<file path="config.mk">
export PLATFORM = sky130hd
export DESIGN_NAME = lsu_ctrl_flat
export DESIGN_NICKNAME = d
export VERILOG_FILES = /design/src/rtl/lsu_ctrl_if.sv /design/src/rtl/lsu_ctrl.sv /design/src/flat_wrapper.sv
export SDC_FILE = /design/constraint.sdc
export NUM_CORES = 1
export LEC_CHECK = 0
export BUFFER_PORTS_ARGS = -buffer_cell sky130_fd_sc_hd__buf_2
export CORE_AREA = 2 2 159 161
export DETAILED_ROUTE_END_ITERATION = 6
export DIE_AREA = 0 0 161 163
export PLACE_DENSITY = 0.71
export SYNTH_ARGS = -nofsm -noshare
export SYNTH_HDL_FRONTEND = slang
export SYNTH_SLANG_ARGS = --single-unit
</file>
<file path="constraint.sdc">
create_clock -name clk -period 2 [get_ports clk]
set_clock_uncertainty 0.2 [all_clocks]
set_input_delay 0.4 -clock clk [delete_from_list [all_inputs] [get_ports clk]]
set_output_delay 0.4 -clock clk [all_outputs]
set_load 0.02 [all_outputs]
</file>
<file path="src/rtl/lsu_ctrl_if.sv">
// ---------------------------------------------------------------------------
// lsu_ctrl_if
// Bundles every bus-side signal of the load/store unit:
//   in_*   : op from execute (valid/ready handshake)
//   mem_*  : request/data lines to the pmem-backed data memory
//   out_*  : result to writeback (valid/ready handshake)
// Modports:
//   slave  : the load/store unit itself
//   master : the environment (execute, memory and writeback side)
// ---------------------------------------------------------------------------
interface lsu_ctrl_if;
    logic        in_valid;
    logic        in_ready;
    logic        in_store;
    logic [1:0]  in_size;
    logic        in_unsigned;
    logic [63:0] in_addr;
    logic [63:0] in_wdata;
    logic [4:0]  in_rd;

    logic        mem_ena;
    logic        mem_wen;
    logic [3:0]  mem_mask;
    logic [63:0] mem_addr;
    logic [63:0] mem_wdata;
    logic [63:0] mem_rdata;

    logic        out_valid;
    logic        out_ready;
    logic [63:0] out_rdata;
    logic [4:0]  out_rd;
    logic        out_wb;
    logic        out_misalign;

    modport slave (
        input  in_valid, in_store, in_size, in_unsigned, in_addr, in_wdata, in_rd,
        output in_ready,
        output mem_ena, mem_wen, mem_mask, mem_addr, mem_wdata,
        input  mem_rdata,
        output out_valid, out_rdata, out_rd, out_wb, out_misalign,
        input  out_ready
    );

    modport master (
        output in_valid, in_store, in_size, in_unsigned, in_addr, in_wdata, in_rd,
        input  in_ready,
        input  mem_ena, mem_wen, mem_mask, mem_addr, mem_wdata,
        output mem_rdata,
        input  out_valid, out_rdata, out_rd, out_wb, out_misalign,
        output out_ready
    );
endinterface

</file>
<file path="src/rtl/lsu_ctrl.sv">
// ---------------------------------------------------------------------------
// lsu_ctrl
// Load/store unit between execute and the data memory. Holds one op at a
// time: IDLE accepts, REQ issues the (single) memory cycle, WAIT covers the
// remaining memory latency, RESP presents the result to writeback.
// Ports:
//   clk    : clock, all state on posedge
//   rst_n  : synchronous active-low reset
//   bus    : lsu_ctrl_if.slave (execute, memory and writeback signals)
// Parameter:
//   MEM_LAT: cycles from issue (REQ = cycle 1) to mem_rdata sample, 1..15
// ---------------------------------------------------------------------------
module lsu_ctrl #(
    parameter int MEM_LAT = 1
) (
    input  logic       clk,
    input  logic       rst_n,
    lsu_ctrl_if.slave  bus
);

    typedef enum logic [1:0] {
        S_IDLE = 2'd0,
        S_REQ  = 2'd1,
        S_WAIT = 2'd2,
        S_RESP = 2'd3
    } state_e;

    // Alignment requirement grows with access size; bytes are never misaligned.
    function automatic logic is_misaligned(input logic [1:0] size, input logic [2:0] lo);
        logic mis;
        case (size)
            2'd0:    mis = 1'b0;
            2'd1:    mis = lo[0];
            2'd2:    mis = (lo[1:0] != 2'b00);
            2'd3:    mis = (lo != 3'b000);
            default: mis = 1'b1;
        endcase
        return mis;
    endfunction

    // Memory mask is one-hot with dword at bit 0 and byte at bit 3.
    function automatic logic [3:0] size_mask(input logic [1:0] size);
        logic [3:0] m;
        case (size)
            2'd0:    m = 4'b1000;
            2'd1:    m = 4'b0100;
            2'd2:    m = 4'b0010;
            2'd3:    m = 4'b0001;
            default: m = 4'b0000;
        endcase
        return m;
    endfunction

    // Memory returns data right-aligned; widen to 64 bits by size/signedness.
    function automatic logic [63:0] load_extend(input logic [63:0] d, input logic [1:0] size,
                                                input logic uns);
        logic        s;
        logic [63:0] r;
        s = ~uns;
        case (size)
            2'd0:    r = {{56{s & d[7]}},  d[7:0]};
            2'd1:    r = {{48{s & d[15]}}, d[15:0]};
            2'd2:    r = {{32{s & d[31]}}, d[31:0]};
            2'd3:    r = d;
            default: r = 64'd0;
        endcase
        return r;
    endfunction

    state_e      state_q, state_d;
    logic        store_q, store_d;
    logic [1:0]  size_q, size_d;
    logic        unsigned_q, unsigned_d;
    logic [3:0]  cnt_q, cnt_d;
    logic [63:0] mem_addr_q, mem_addr_d;
    logic [63:0] mem_wdata_q, mem_wdata_d;
    logic [3:0]  mem_mask_q, mem_mask_d;
    logic [63:0] out_rdata_q, out_rdata_d;
    logic [4:0]  out_rd_q, out_rd_d;
    logic        out_wb_q, out_wb_d;
    logic        out_misalign_q, out_misalign_d;

    logic        in_ready_s;
    logic        accept_s;
    logic        misalign_s;
    logic        last_cycle_s;
    logic        sample_s;

    assign accept_s     = bus.in_valid && in_ready_s;
    assign misalign_s   = is_misaligned(bus.in_size, bus.in_addr[2:0]);
    // Final memory cycle: REQ itself when latency is 1, otherwise WAIT at count 1.
    assign last_cycle_s = ((state_q == S_REQ) && (MEM_LAT == 1)) ||
                          ((state_q == S_WAIT) && (cnt_q == 4'd1));
    assign sample_s     = last_cycle_s && !store_q;

    // State and datapath registers with synchronous active-low reset.
    always_ff @(posedge clk) begin
        if (!rst_n) begin
            state_q        <= S_IDLE;
            store_q        <= 1'b0;
            size_q         <= 2'd0;
            unsigned_q     <= 1'b0;
            cnt_q          <= 4'd0;
            mem_addr_q     <= 64'd0;
            mem_wdata_q    <= 64'd0;
            mem_mask_q     <= 4'd0;
            out_rdata_q    <= 64'd0;
            out_rd_q       <= 5'd0;
            out_wb_q       <= 1'b0;
            out_misalign_q <= 1'b0;
        end else begin
            state_q        <= state_d;
            store_q        <= store_d;
            size_q         <= size_d;
            unsigned_q     <= unsigned_d;
            cnt_q          <= cnt_d;
            mem_addr_q     <= mem_addr_d;
            mem_wdata_q    <= mem_wdata_d;
            mem_mask_q     <= mem_mask_d;
            out_rdata_q    <= out_rdata_d;
            out_rd_q       <= out_rd_d;
            out_wb_q       <= out_wb_d;
            out_misalign_q <= out_misalign_d;
        end
    end

    // Next-state logic.
    always_comb begin
        state_d = state_q;
        case (state_q)
            S_IDLE: begin
                if (accept_s) begin
                    state_d = misalign_s ? S_RESP : S_REQ;
                end else begin
                    state_d = S_IDLE;
                end
            end
            S_REQ: begin
                if (last_cycle_s) begin
                    state_d = S_RESP;
                end else begin
                    state_d = S_WAIT;
                end
            end
            S_WAIT: begin
                if (last_cycle_s) begin
                    state_d = S_RESP;
                end else begin
                    state_d = S_WAIT;
                end
            end
            S_RESP: begin
                if (bus.out_ready) begin
                    state_d = S_IDLE;
                end else begin
                    state_d = S_RESP;
                end
            end
            default: state_d = S_IDLE;
        endcase
    end

    // Op capture, latency counter and load-data sampling.
    always_comb begin
        store_d        = store_q;
        size_d         = size_q;
        unsigned_d     = unsigned_q;
        cnt_d          = cnt_q;
        mem_addr_d     = mem_addr_q;
        mem_wdata_d    = mem_wdata_q;
        mem_mask_d     = mem_mask_q;
        out_rdata_d    = out_rdata_q;
        out_rd_d       = out_rd_q;
        out_wb_d       = out_wb_q;
        out_misalign_d = out_misalign_q;

        if (accept_s) begin
            store_d        = bus.in_store;
            size_d         = bus.in_size;
            unsigned_d     = bus.in_unsigned;
            out_rd_d       = bus.in_rd;
            out_wb_d       = ~bus.in_store & ~misalign_s;
            out_misalign_d = misalign_s;
            out_rdata_d    = 64'd0;
            // A misaligned op never reaches memory, so the memory lines keep
            // presenting the previous access.
            if (!misalign_s) begin
                mem_addr_d  = bus.in_addr;
                mem_mask_d  = size_mask(bus.in_size);
                mem_wdata_d = bus.in_wdata << {bus.in_addr[2:0], 3'b000};
            end else begin
                mem_addr_d  = mem_addr_q;
            end
        end else begin
            store_d = store_q;
        end

        if (state_q == S_REQ) begin
            cnt_d = 4'(MEM_LAT - 1);
        end else if (state_q == S_WAIT) begin
            cnt_d = cnt_q - 4'd1;
        end else begin
            cnt_d = cnt_q;
        end

        if (sample_s) begin
            out_rdata_d = load_extend(bus.mem_rdata, size_q, unsigned_q);
        end else begin
            out_rdata_d = out_rdata_d;
        end
    end

    // Output decode from the registered state; write enable only in REQ so
    // each store produces exactly one write cycle.
    always_comb begin
        in_ready_s       = (state_q == S_IDLE) && rst_n;
        bus.in_ready     = in_ready_s;
        bus.mem_ena      = (state_q == S_REQ) || (state_q == S_WAIT);
        bus.mem_wen      = (state_q == S_REQ) && store_q;
        bus.mem_mask     = mem_mask_q;
        bus.mem_addr     = mem_addr_q;
        bus.mem_wdata    = mem_wdata_q;
        bus.out_valid    = (state_q == S_RESP);
        bus.out_rdata    = out_rdata_q;
        bus.out_rd       = out_rd_q;
        bus.out_wb       = out_wb_q;
        bus.out_misalign = out_misalign_q;
    end

endmodule

</file>
<file path="src/flat_wrapper.sv">
// flat-port wrapper written by rule: the top's interface ports become plain ports
module lsu_ctrl_flat 
#(
    parameter int MEM_LAT = 1
)
  (clk, rst_n, bus_in_valid, bus_in_store, bus_in_size, bus_in_unsigned, bus_in_addr, bus_in_wdata, bus_in_rd, bus_in_ready, bus_mem_ena, bus_mem_wen, bus_mem_mask, bus_mem_addr, bus_mem_wdata, bus_mem_rdata, bus_out_valid, bus_out_rdata, bus_out_rd, bus_out_wb, bus_out_misalign, bus_out_ready);
  lsu_ctrl_if bus_i ();
  input  logic clk;
  input  logic rst_n;
  input wire logic [$bits(bus_i.in_valid)-1:0] bus_in_valid;
  input wire logic [$bits(bus_i.in_store)-1:0] bus_in_store;
  input wire logic [$bits(bus_i.in_size)-1:0] bus_in_size;
  input wire logic [$bits(bus_i.in_unsigned)-1:0] bus_in_unsigned;
  input wire logic [$bits(bus_i.in_addr)-1:0] bus_in_addr;
  input wire logic [$bits(bus_i.in_wdata)-1:0] bus_in_wdata;
  input wire logic [$bits(bus_i.in_rd)-1:0] bus_in_rd;
  output wire logic [$bits(bus_i.in_ready)-1:0] bus_in_ready;
  output wire logic [$bits(bus_i.mem_ena)-1:0] bus_mem_ena;
  output wire logic [$bits(bus_i.mem_wen)-1:0] bus_mem_wen;
  output wire logic [$bits(bus_i.mem_mask)-1:0] bus_mem_mask;
  output wire logic [$bits(bus_i.mem_addr)-1:0] bus_mem_addr;
  output wire logic [$bits(bus_i.mem_wdata)-1:0] bus_mem_wdata;
  input wire logic [$bits(bus_i.mem_rdata)-1:0] bus_mem_rdata;
  output wire logic [$bits(bus_i.out_valid)-1:0] bus_out_valid;
  output wire logic [$bits(bus_i.out_rdata)-1:0] bus_out_rdata;
  output wire logic [$bits(bus_i.out_rd)-1:0] bus_out_rd;
  output wire logic [$bits(bus_i.out_wb)-1:0] bus_out_wb;
  output wire logic [$bits(bus_i.out_misalign)-1:0] bus_out_misalign;
  input wire logic [$bits(bus_i.out_ready)-1:0] bus_out_ready;
  assign bus_i.in_valid = bus_in_valid;
  assign bus_i.in_store = bus_in_store;
  assign bus_i.in_size = bus_in_size;
  assign bus_i.in_unsigned = bus_in_unsigned;
  assign bus_i.in_addr = bus_in_addr;
  assign bus_i.in_wdata = bus_in_wdata;
  assign bus_i.in_rd = bus_in_rd;
  assign bus_in_ready = bus_i.in_ready;
  assign bus_mem_ena = bus_i.mem_ena;
  assign bus_mem_wen = bus_i.mem_wen;
  assign bus_mem_mask = bus_i.mem_mask;
  assign bus_mem_addr = bus_i.mem_addr;
  assign bus_mem_wdata = bus_i.mem_wdata;
  assign bus_i.mem_rdata = bus_mem_rdata;
  assign bus_out_valid = bus_i.out_valid;
  assign bus_out_rdata = bus_i.out_rdata;
  assign bus_out_rd = bus_i.out_rd;
  assign bus_out_wb = bus_i.out_wb;
  assign bus_out_misalign = bus_i.out_misalign;
  assign bus_i.out_ready = bus_out_ready;
  lsu_ctrl #(.MEM_LAT(MEM_LAT)) u_core (.clk(clk), .rst_n(rst_n), .bus(bus_i));
endmodule
</file>
==> results of run 1 <==
[worst max-delay path by stage]
| stage | start | endpoint | slack [ns] | cells after the start |
|---|---|---|---|---|
| after global placement | u_core.state_q[0]$_SDFF_PN0_ | u_core.bus.out_rdata[56]$_SDFFE_PN0P_ | -0.03 | 8 |
| after global routing | u_core.cnt_q[1]$_SDFFE_PP0P_ | u_core.bus.out_rdata[53]$_SDFFE_PN0P_ | -0.07 | 8 |
| final | u_core.state_q[1]$_SDFF_PN0_ | bus_in_ready | 0.006 | 4 |
| after floorplan | u_core.state_q[0]$_SDFF_PN0_ | u_core.bus.mem_wdata[12]$_SDFFE_PN0P_ | 0.02 | 9 |
| after detailed placement | bus_in_addr[0] | u_core.bus.mem_wdata[22]$_SDFFE_PN0P_ | -0.08 | 7 |
| after CTS | u_core.state_q[0]$_SDFF_PN0_ | u_core.bus.out_rdata[48]$_SDFFE_PN0P_ | -0.006 | 8 |
[routing by layer]
metal / GRT usage [%] / vias to the layer above / wire length [um]
met1: 29.9 / 4980 / 13700
met5: 0 / - / 13
li1: - / 5025 / -
met4: 12.9 / 2 / 1610
met2: 43.5 / 529 / 17100
met3: 6.77 / 96 / 3170
[flip-flops by register name, summed over array words and instances, names as in the netlist]
register                 cells
u_core.cnt_q                 4
u_core.store_q               1
u_core.state_q               2
u_core.bus.out_misalign      1
u_core.bus.out_rd            5
u_core.bus.mem_addr         64
u_core.unsigned_q            1
u_core.bus.out_wb            1
u_core.bus.mem_mask          4
u_core.bus.mem_wdata        64
u_core.bus.out_rdata        64
u_core.size_q                2
[report_power, final]
group / total, mW / switching (mW) / leakage [nW] / internal (mW)
Clock: 4.30 / 1.77 / 0.378 / 2.52
Sequential: 5.18 / 0.344 / 1.73 / 4.83
Combinational: 4.40 / 2.57 / 4.37 / 1.83
[through the flow]
step                      area [um^2]  setup TNS [ns]  power [mW]
final                           14400               0        13.9
after global routing            14400           -1.69        14.6
after CTS                       14300        -0.00604        13.9
after detailed placement        12500           -2.68        9.28
after global placement          12500          -0.239        9.21
after floorplan                  9680               0        7.65
[timing repair]
action / 4_1_cts / 5_1_grt
pin swaps: 2 / 2
hold endpoints to repair: 78 / 0
hold buffers: 78 / 0
setup endpoints to repair: 64 / 107
cloned: 3 / 2
buffers inserted: 2 / 0
resized for setup: 25 / 17
[cells in the final DEF, fill, tap and decap left out, types with 6 or more instances in the layout]
cell type,synthesis,layout
nor2_1,45,44
a21o_1,51,51
a22oi_1,15,15
a31oi_1,6,6
a21oi_2,0,7
clkbuf_16,0,26
dlygate4sd3_1,0,78
buf_2,32,407
a2bb2oi_1,8,8
mux2_2,10,10
mux2i_1,16,16
a21oi_1,224,217
buf_12,0,10
o211ai_1,8,8
buf_4,4,72
mux4_2,34,34
dfxtp_1,213,211
nand2_1,250,250
nand2b_1,8,8
nand3b_1,10,10
nand3_1,40,38
o21ai_0,52,52
[cell type report]
class | instances | area (um^2) | area share (%)
Inverter | 8 | 40.0 | 0.278
Tap cell | 330 | 413 | 2.87
Clock buffer | 34 | 688 | 4.78
Clock inverter | 8 | 78.8 | 0.548
Timing Repair Buffer | 581 | 3850 | 26.7
Multi-Input combinational cell | 821 | 5040 | 35.0
Sequential cell | 213 | 4270 | 29.7
Antenna cell | 4 | 10.0 | 0.0695
[worst register-to-register path: stages (launching register included)]
cell and delay (ns):
dfxtp_4 0.36, inv_4 0.08, ha_4 0.15, nand3_4 0.10, a211oi_4 0.22, buf_12 0.17, buf_16 0.18, o21ai_0 0.23
a21oi_1 0.21
[cell families after synthesis]
| logic type | count (synthesis) | share of synthesized area, % |
|---|---|---|
| AOI/OAI and AO/OA | 378 | 22.5 |
| and+or+nand+nor | 373 | 16.1 |
| DFF | 213 | 44.1 |
| buffers and inverters | 115 | 5.42 |
| muxes | 60 | 10.7 |
| adders and majority gates | 7 | 0.905 |
| xor gates and xnor gates | 3 | 0.272 |
==> qor.csv, run 1 <==
metric,value,unit
Detailed Route Iter0 Violations,955,
Final Hold Fails,0,
Relative slew margins,66.1,%
CTS buffer count,24,
remaining antenna violation count,0,
CP required,1.40,ns
CTS tree,yes,
Top Family by Delay on Critical Path,flip-flops,
Post-synth EDFFs,0,
vias per cell,5.32,
post-route clock period utilization,99.7,%
Final min period,1.99,ns
pre-CTS WS,-0.0780,ns
asr flop ratio synth,0,%
hpwl dp,23900,um
Critical Path Sink Type,output pin,
Hold Crit Endpoint,u_core.bus.mem_wdata[5]$_SDFFE_PN0P_,
Gate Count Post-Synth,1149,
Die Wd,161,um
first-pass detailed-route iteration total,5,
Mapped Area,0.00967,mm^2
WL per Instance,17.8,um
synth top area cells,"dfxtp_1 (44%), a21oi_1 (12%), nand2_1 (9.7%), mux4_2 (7.9%), a21o_1 (4.0%)",
clk_lat worst skew,0.52,ns
Tot GR Track Use,25.6,%
initial core utilization,39.2,%
cell accounting for the most synthesized area,dfxtp_1,
synth cell count leaders,"nand2_1 (250), a21oi_1 (224), dfxtp_1 (213)",
Seq cells post-synth,213,
max incr delay on CP,0.38,ns
Boundary Pins,412,
crit start category,register,
Die Y,163,um
top-area cell type share of the netlist area,44.1,%
"Clk pin slew, worst setup/hold paths",0.06,ns
Hold WS,0.0157,ns
"Top FF cell, synth",dfxtp_1,
RSZ-0062 raised after global routing,true,
CP max FO,3,
CTS root buffer,clkbuf_16,
post-synth cell types,44,
Port-buffer cells,411,
GR Overflow Total,0,
worst vdd ir,0.612,mV
"Seq/Total Area, Yosys",44.1,%
Power Density,964,mW/mm^2
final routed DRC violation total,0,
crit path max-delay cell type,dfxtp_4,
Final WS setup,0.00621,ns
# Max-Cap Violations,0,
row count,58,
Area growth syn-to-layout,48.8,%
Hold Crit Start,bus_in_wdata[5],
initial antenna violation count,3,
proportion of layout cells with a drive suffix above 1,36.7,%
reg2reg end,u_core.bus.mem_wdata[25]$_SDFFE_PN0P_,
CP cell instances,inv_4 > ha_4 > and2_4 > buf_6,
Critical Path AT,1.39,ns
Slew Limit Fails,0,
clk sink count,213,
# fillers,2142,
Setup CP Type,reg -> out,
"non-filler cells, final",1999,
die area,0.0262,mm^2
first-pass GRT wire length,54200,um
Synth Warn #,0,
CTS max path bufs,3,
post-synth net total,1361,
core outline area,0.0247,mm^2
largest net degree at the start of global routing,77,
WL final,35700,um
final setup vio count,0,
Placer Congestion,0.956,
reg2reg path depth,8,
status,finished clean,
worst-margin pin slew,0.508,ns
fin util,58.3,%
Placed Instances,1868,
top-count cell post-synth,nand2_1,
worst hold path class,in -> reg,
vias in the first global route,10400,
Buf/Inv on CP,2,
leak pwr,6.47,nW
H-tree depth,1,
Total Nets Final,1861,
via count,10600,
reg2reg start,u_core.state_q[1]$_SDFF_PN0_,
Hold Path Stages,3,
Mean Syn Cell Area,8.42,um^2
r2r setup slk,0.04,ns
maximum clock rate,502,MHz
Power figures use the tool's default switching activity.
==> run 2: changes to the inputs <==
--- a/config.mk
+++ b/config.mk
@@ -9,6 +9,7 @@
 export CORE_AREA = 2 2 159 161
 export DETAILED_ROUTE_END_ITERATION = 6
 export DIE_AREA = 0 0 161 163
+export MAX_ROUTING_LAYER = met4
 export PLACE_DENSITY = 0.71
 export SYNTH_ARGS = -nofsm -noshare
 export SYNTH_HDL_FRONTEND = slang
==> constraint.sdc (replaced) <==
create_clock -name clk -period 1.7 [get_ports clk]
set_clock_uncertainty 0.2 [all_clocks]
set_input_delay 0.34 -clock clk [delete_from_list [all_inputs] [get_ports clk]]
set_output_delay 0.34 -clock clk [all_outputs]
set_load 0.02 [all_outputs]
==> qor.csv, run 2 (same netlist as run 1, synthesis figures left out) <==
metric,value,unit
Power Density,1090,mW/mm^2
hpwl dp,24800,um
CTS root buffer,clkbuf_16,
clk sink count,213,
crit start category,register,
die area,0.0262,mm^2
Post-DP Area,0.0127,mm^2
final routed DRC violation total,0,
first-pass detailed-route iteration total,6,
reg2reg start,u_core.state_q[1]$_SDFF_PN0_,
Multi-input gate area,0.00530,mm^2
WL per Instance,20.0,um
largest net degree at the start of global routing,48,
Port-buffer cells,411,
# Max-Cap Violations,0,
"Clk pin slew, worst setup/hold paths",0.06,ns
FF/Latch Area,0.00427,mm^2
Total Nets Final,1952,
CP max FO,2,
Final Hold Fails,0,
worst-margin pin slew,0.735,ns
Critical Path Sink Type,output pin,
Boundary Pins,412,
maximum clock rate,493,MHz
clk_lat worst skew,0.51,ns
most frequent cells in the layout,"buf_2 (406), nand2_1 (244), dfxtp_1 (209)",
Placer Congestion,0.874,
Detailed Route Iter0 Violations,1114,
core outline area,0.0247,mm^2
Relative slew margins,50.6,%
Critical Path AT,1.49,ns
worst vdd ir,0.697,mV
initial core utilization,39.2,%
Final min period,2.03,ns
vias per cell,5.52,
Final WS setup,-0.329,ns
CP required,1.16,ns
proportion of layout cells with a drive suffix above 1,41.3,%
Hold Path Stages,4,
H-tree depth,1,
via count,11500,
"commonest non-fill, non-tap cell in the layout",buf_2,
post-route clock period utilization,119,%
row count,58,
CTS buffer count,23,
vias in the first global route,10800,
r2r setup slk,-0.32,ns
Die Y,163,um
initial antenna violation count,0,
leak pwr,7.18,nW
first-pass GRT wire length,59000,um
Hold Crit Endpoint,u_core.bus.out_rdata[19]$_SDFFE_PN0P_,
# fillers,1918,
fin util,64.7,%
Die Wd,161,um
reg2reg path depth,8,
worst hold path class,in -> reg,
Area growth syn-to-layout,65.0,%
Slew Limit Fails,0,
RSZ-0062 raised after global routing,true,
WL final,41700,um
Hold Crit Start,bus_mem_rdata[19],
CTS max path bufs,3,
Tot GR Track Use,28.9,%
status,"complete, but fails checks",
remaining antenna violation count,0,
Finished Cell Area,0.0160,mm^2
final setup vio count,201,
violated checks,negative setup slack,
CTS tree,yes,
reg2reg end,u_core.bus.out_rdata[8]$_SDFFE_PN0P_,
Setup CP Type,reg -> out,
GR Overflow Total,0,
[run 2: changes by cell type in the layout (fill, tap and decap cells not counted), sizes merged, moves of 2 or more]
| cell | change |
|---|---|
| dlygate4sd3 | +27 |
| a211o | +2 |
| buf | +49 |
| clkbuf | +15 |
| diode | -3 |
[run 2: how the worst max path moves through the flow]
| stage | cells past startpoint | end | from | slack [ns] |
|---|---|---|---|---|
| 3_3_place_gp | 7 | u_core.bus.mem_addr[5]$_SDFFE_PN0P_ | bus_in_addr[0] | -0.23 |
| 5_1_grt | 8 | u_core.bus.out_rdata[39]$_SDFFE_PN0P_ | u_core.cnt_q[1]$_SDFFE_PP0P_ | -0.42 |
| 3_5_place_dp | 7 | u_core.bus.mem_addr[50]$_SDFFE_PN0P_ | bus_in_addr[0] | -0.30 |
| 2_1_floorplan | 8 | u_core.bus.out_rdata[21]$_SDFFE_PN0P_ | u_core.state_q[0]$_SDFF_PN0_ | -0.12 |
| 6_report | 5 | bus_mem_wen | u_core.state_q[0]$_SDFF_PN0_ | -0.33 |
| 4_1_cts | 5 | bus_mem_wen | u_core.state_q[0]$_SDFF_PN0_ | -0.33 |
[run 2: routing by layer]
| metal | vias up | global-route usage (%) | wire, um |
|---|---|---|---|
| met4 | 0 | 11.2 | 1710 |
| met1 | 5479 | 33.6 | 15700 |
| li1 | 5222 | - | - |
| met3 | 146 | 4.86 | 3400 |
| met5 | - | - | 0 |
| met2 | 683 | 50.3 | 20900 |
[run 2: final cells by class]
type	instances	area share [%]
multi-input combinational	823	33.2
timing repair buffer	671	32.6
sequential	213	26.8
clock buffer	36	4.35
tap	330	2.59
clock inverter	6	0.235
inverter	8	0.235
antenna	1	0.0157
[run 2: critical path, stage by stage, from the launching register on]
cell     delay [ns]
dfxtp_2        0.34
buf_6          0.12
ha_4           0.15
buf_6          0.11
and2_4         0.15
buf_6          0.12
[run 2: what timing repair did]
action                                 CTS  global route
endpoints found under the hold margin  105             1
setup endpoints to repair              201           203
buffers inserted                         9            15
hold buffers                           104             1
gates resized for setup                 43            78
pin swaps                               15            14
cloned                                  13            22
[run 2: through the flow]
stage | cells | total power [mW] | setup TNS, ns | setup slack, ns | hold WS, ns
after global placement | 1881 | 11.0 | -33.83 | -0.230 | 0.236
after detailed placement | 1881 | 11.1 | -40.80 | -0.299 | 0.240
final | 2088 | 17.4 | -44.86 | -0.329 | 0.0246
after global routing | 2087 | 18.1 | -61.03 | -0.423 | 0.00730
after floorplan | 1149 | 9.18 | -10.36 | -0.117 | 0.239
after CTS | 2049 | 16.8 | -38.47 | -0.329 | 0.000948
[run 2: power by group]
group	switching (mW)	internal, mW	total, mW
Clock	2.08	2.81	4.89
Combinational	3.48	2.93	6.40
Sequential	0.440	5.69	6.13
Total	6.00	11.4	17.4
==> run 3: changes to the inputs <==
--- a/config.mk
+++ b/config.mk
@@ -5,10 +5,11 @@
 export SDC_FILE = /design/constraint.sdc
 export NUM_CORES = 1
 export LEC_CHECK = 0
+export ABC_AREA = 1
 export BUFFER_PORTS_ARGS = -buffer_cell sky130_fd_sc_hd__buf_2
-export CORE_AREA = 2 2 159 161
+export CORE_ASPECT_RATIO = 1.2
+export CORE_UTILIZATION = 40
 export DETAILED_ROUTE_END_ITERATION = 6
-export DIE_AREA = 0 0 161 163
 export MAX_ROUTING_LAYER = met4
 export PLACE_DENSITY = 0.71
 export SYNTH_ARGS = -nofsm -noshare
==> qor.csv, run 3 <==
metric,value,unit
status,"complete, but fails checks",
violated checks,"design-rule violations, negative setup slack",
RSZ-0062 raised after global routing,true,
top-count cell post-synth,nand2_1,
Setup CP Type,reg -> reg,
Final min period,1.99,ns
post-route clock period utilization,117,%
Final Hold Fails,0,
CTS tree,yes,
Boundary Pins,412,
# Max-Cap Violations,0,
gr busiest metal,met2,
crit start category,register,
via count,13500,
proportion of layout cells with a drive suffix above 1,41.9,%
worst hold path class,in -> reg,
Die Y,176,um
"Clk pin slew, worst setup/hold paths",0.06,ns
Pwr Total,14.4,mW
CP required,1.95,ns
Relative slew margins,67.3,%
synth cell count leaders,"nand2_1 (342), nor2_1 (240), nand3_1 (222)",
# fillers,1775,
Critical Path Sink Type,register,
met3 Use GR,6.80,%
CP max FO,6,
H-tree depth,1,
Placed Instances,2217,
Top Family by Delay on Critical Path,buffers and inverters,
Seq cells post-synth,213,
initial antenna violation count,4,
vias in the first global route,12600,
crit path max-delay cell type,dfxtp_2,
CP most frequent cell,nand2_2,
worst setup path startpoint,u_core.state_q[0]$_SDFF_PN0_,
Die Wd,147,um
final setup vio count,197,
Psw,4.32,mW
largest net degree at the start of global routing,67,
vias per cell,5.55,
Mean Syn Cell Area,6.74,um^2
Synth Warn #,0,
Slew Limit Fails,0,
worst vdd ir,0.875,mV
Seq pwr share,37.6,%
core outline area,0.0248,mm^2
"commonest non-fill, non-tap cell in the layout",buf_2,
reg2reg start,u_core.state_q[0]$_SDFF_PN0_,
Buf/Inv on CP,6,
Gate power share,23.3,%
Final WS setup,-0.291,ns
CTS max path bufs,3,
row count,63,
WL final,47500,um
final routed DRC violation total,1,
asr flop ratio synth,0,%
"Top FF cell, synth",dfxtp_1,
clk sink count,213,
most frequent cells in the layout,"buf_2 (406), nand2_1 (277), dfxtp_1 (211)",
top-area cell type share of the netlist area,42.2,%
Post-synth EDFFs,0,
GR Overflow Total,0,
post-synth cell types,30,
Detailed Route Iter0 Violations,937,
Tot GR Track Use,32.1,%
max incr delay on CP,0.33,ns
WL per Instance,19.6,um
Sw Ratio,30.0,%
"Seq/Total Area, Yosys",42.2,%
CTS root buffer,clkbuf_16,
worst-margin pin slew,0.491,ns
Multi-input gate area,0.00614,mm^2
Clk pwr share,39.1,%
synth top area cells,"dfxtp_1 (42%), nand2_1 (13%), nand3_1 (11%), nor2_1 (8.9%), o21ai_0 (6.7%)",
post-synth net total,1710,
met2 Use GR,54.7,%
Critical Path AT,2.24,ns
"non-filler cells, final",2425,
die area,0.0259,mm^2
Gate Count Post-Synth,1498,
remaining antenna violation count,0,
leak pwr,8.02,nW
first-pass detailed-route iteration total,7,
cell accounting for the most synthesized area,dfxtp_1,
CP cell instances,inv_2 > buf_6 > ha_4 > nand2_2 > inv_2 > nand2_2 > nand2_4 > nand2_4 > nor2_4 > buf_6 > buf_12 > buf_16 > nand2_2 > a21oi_2,
Area growth syn-to-layout,71.8,%
FF/Latch Area,0.00427,mm^2
Power Density,831,mW/mm^2
first-pass GRT wire length,64700,um
maximum clock rate,502,MHz
Placer Congestion,0.934,
hpwl dp,27100,um
CTS buffer count,24,
Internal Power,10.1,mW
Port-buffer cells,411,
Total Nets Final,2289,
clk_lat worst skew,0.53,ns
Hold Crit Start,bus_in_wdata[12],
met1 Track Usage GR,34.5,%
Mapped Area,0.0101,mm^2
initial core utilization,40.8,%
## run 3: final cells by class
type	instances	share of cell area, %
timing repair buffer	677	31.5
sequential	213	24.6
inverter	46	1.13
tap	325	2.34
antenna	5	0.0721
clock inverter	12	1.02
multi-input combinational	1115	35.4
clock buffer	32	3.92
## run 3: tightest hold or removal path, cell delays in order
cell and delay [ns]:
buf_2 0.09, nand2_1 0.06, nand3_1 0.10, a21oi_2 0.06, nor2_1 0.07
## run 3: repair_timing
| item | CTS | global route |
|---|---|---|
| setup buffers | 24 | 12 |
| pin swaps | 12 | 89 |
| resized for setup | 177 | 299 |
| gates cloned | 19 | 17 |
| endpoints found under the hold margin | 101 | 0 |
| hold buffers | 99 | 0 |
| setup endpoints to repair | 194 | 205 |
## run 3: logic make-up after synthesis
kind of cell	count (synthesis)	synth area share (%)
simple gates	861	36.2
compound gates	247	12.6
flops	213	42.2
buf+inv	170	8.03
fa+ha+maj	7	0.867
## run 3: path summary, 6_finish.rpt
kind	depth (start not counted)	slack (ns)	endpoint
setup / recovery	14	-0.29	u_core.bus.out_rdata[35]$_SDFFE_PN0P_
hold reg to reg	2	0.25	u_core.bus.mem_mask[3]$_SDFFE_PN0P_
setup reg to reg	14	-0.29	u_core.bus.out_rdata[35]$_SDFFE_PN0P_
hold / removal	5	0.03	u_core.bus.mem_wdata[36]$_SDFFE_PN0P_
## run 3: power groups by stage
stage	Clock, mW	Combinational, mW	Sequential (mW)
floorplan	0	1.10	5.77
detailed placement	0	2.43	5.50
global placement	0	2.42	5.49
finish	5.64	3.35	5.43
global route	5.91	3.55	5.45
CTS	5.67	2.94	5.40
## run 3: through the flow
stage,area [um^2],setup WS [ns],hold slack [ns],TNS (ns),utilization [%]
floorplan,10200,-0.0482,0.253,-2.75,-
global placement,13100,-0.235,0.246,-17.67,53.0
detailed placement,13100,-0.285,0.247,-27.64,53.0
CTS,16100,-0.258,0.00158,-28.64,64.9
global route,17300,-0.307,0.0251,-41.52,70.1
finish,17300,-0.291,0.0250,-29.52,70.1
## run 3: metal layers
layer / share of wire (%) / up-vias
met3: 9.6 / 276
met4: 7.4 / 0
met2: 48 / 843
met1: 35 / 6207
met5: 0 / -
li1: - / 6141
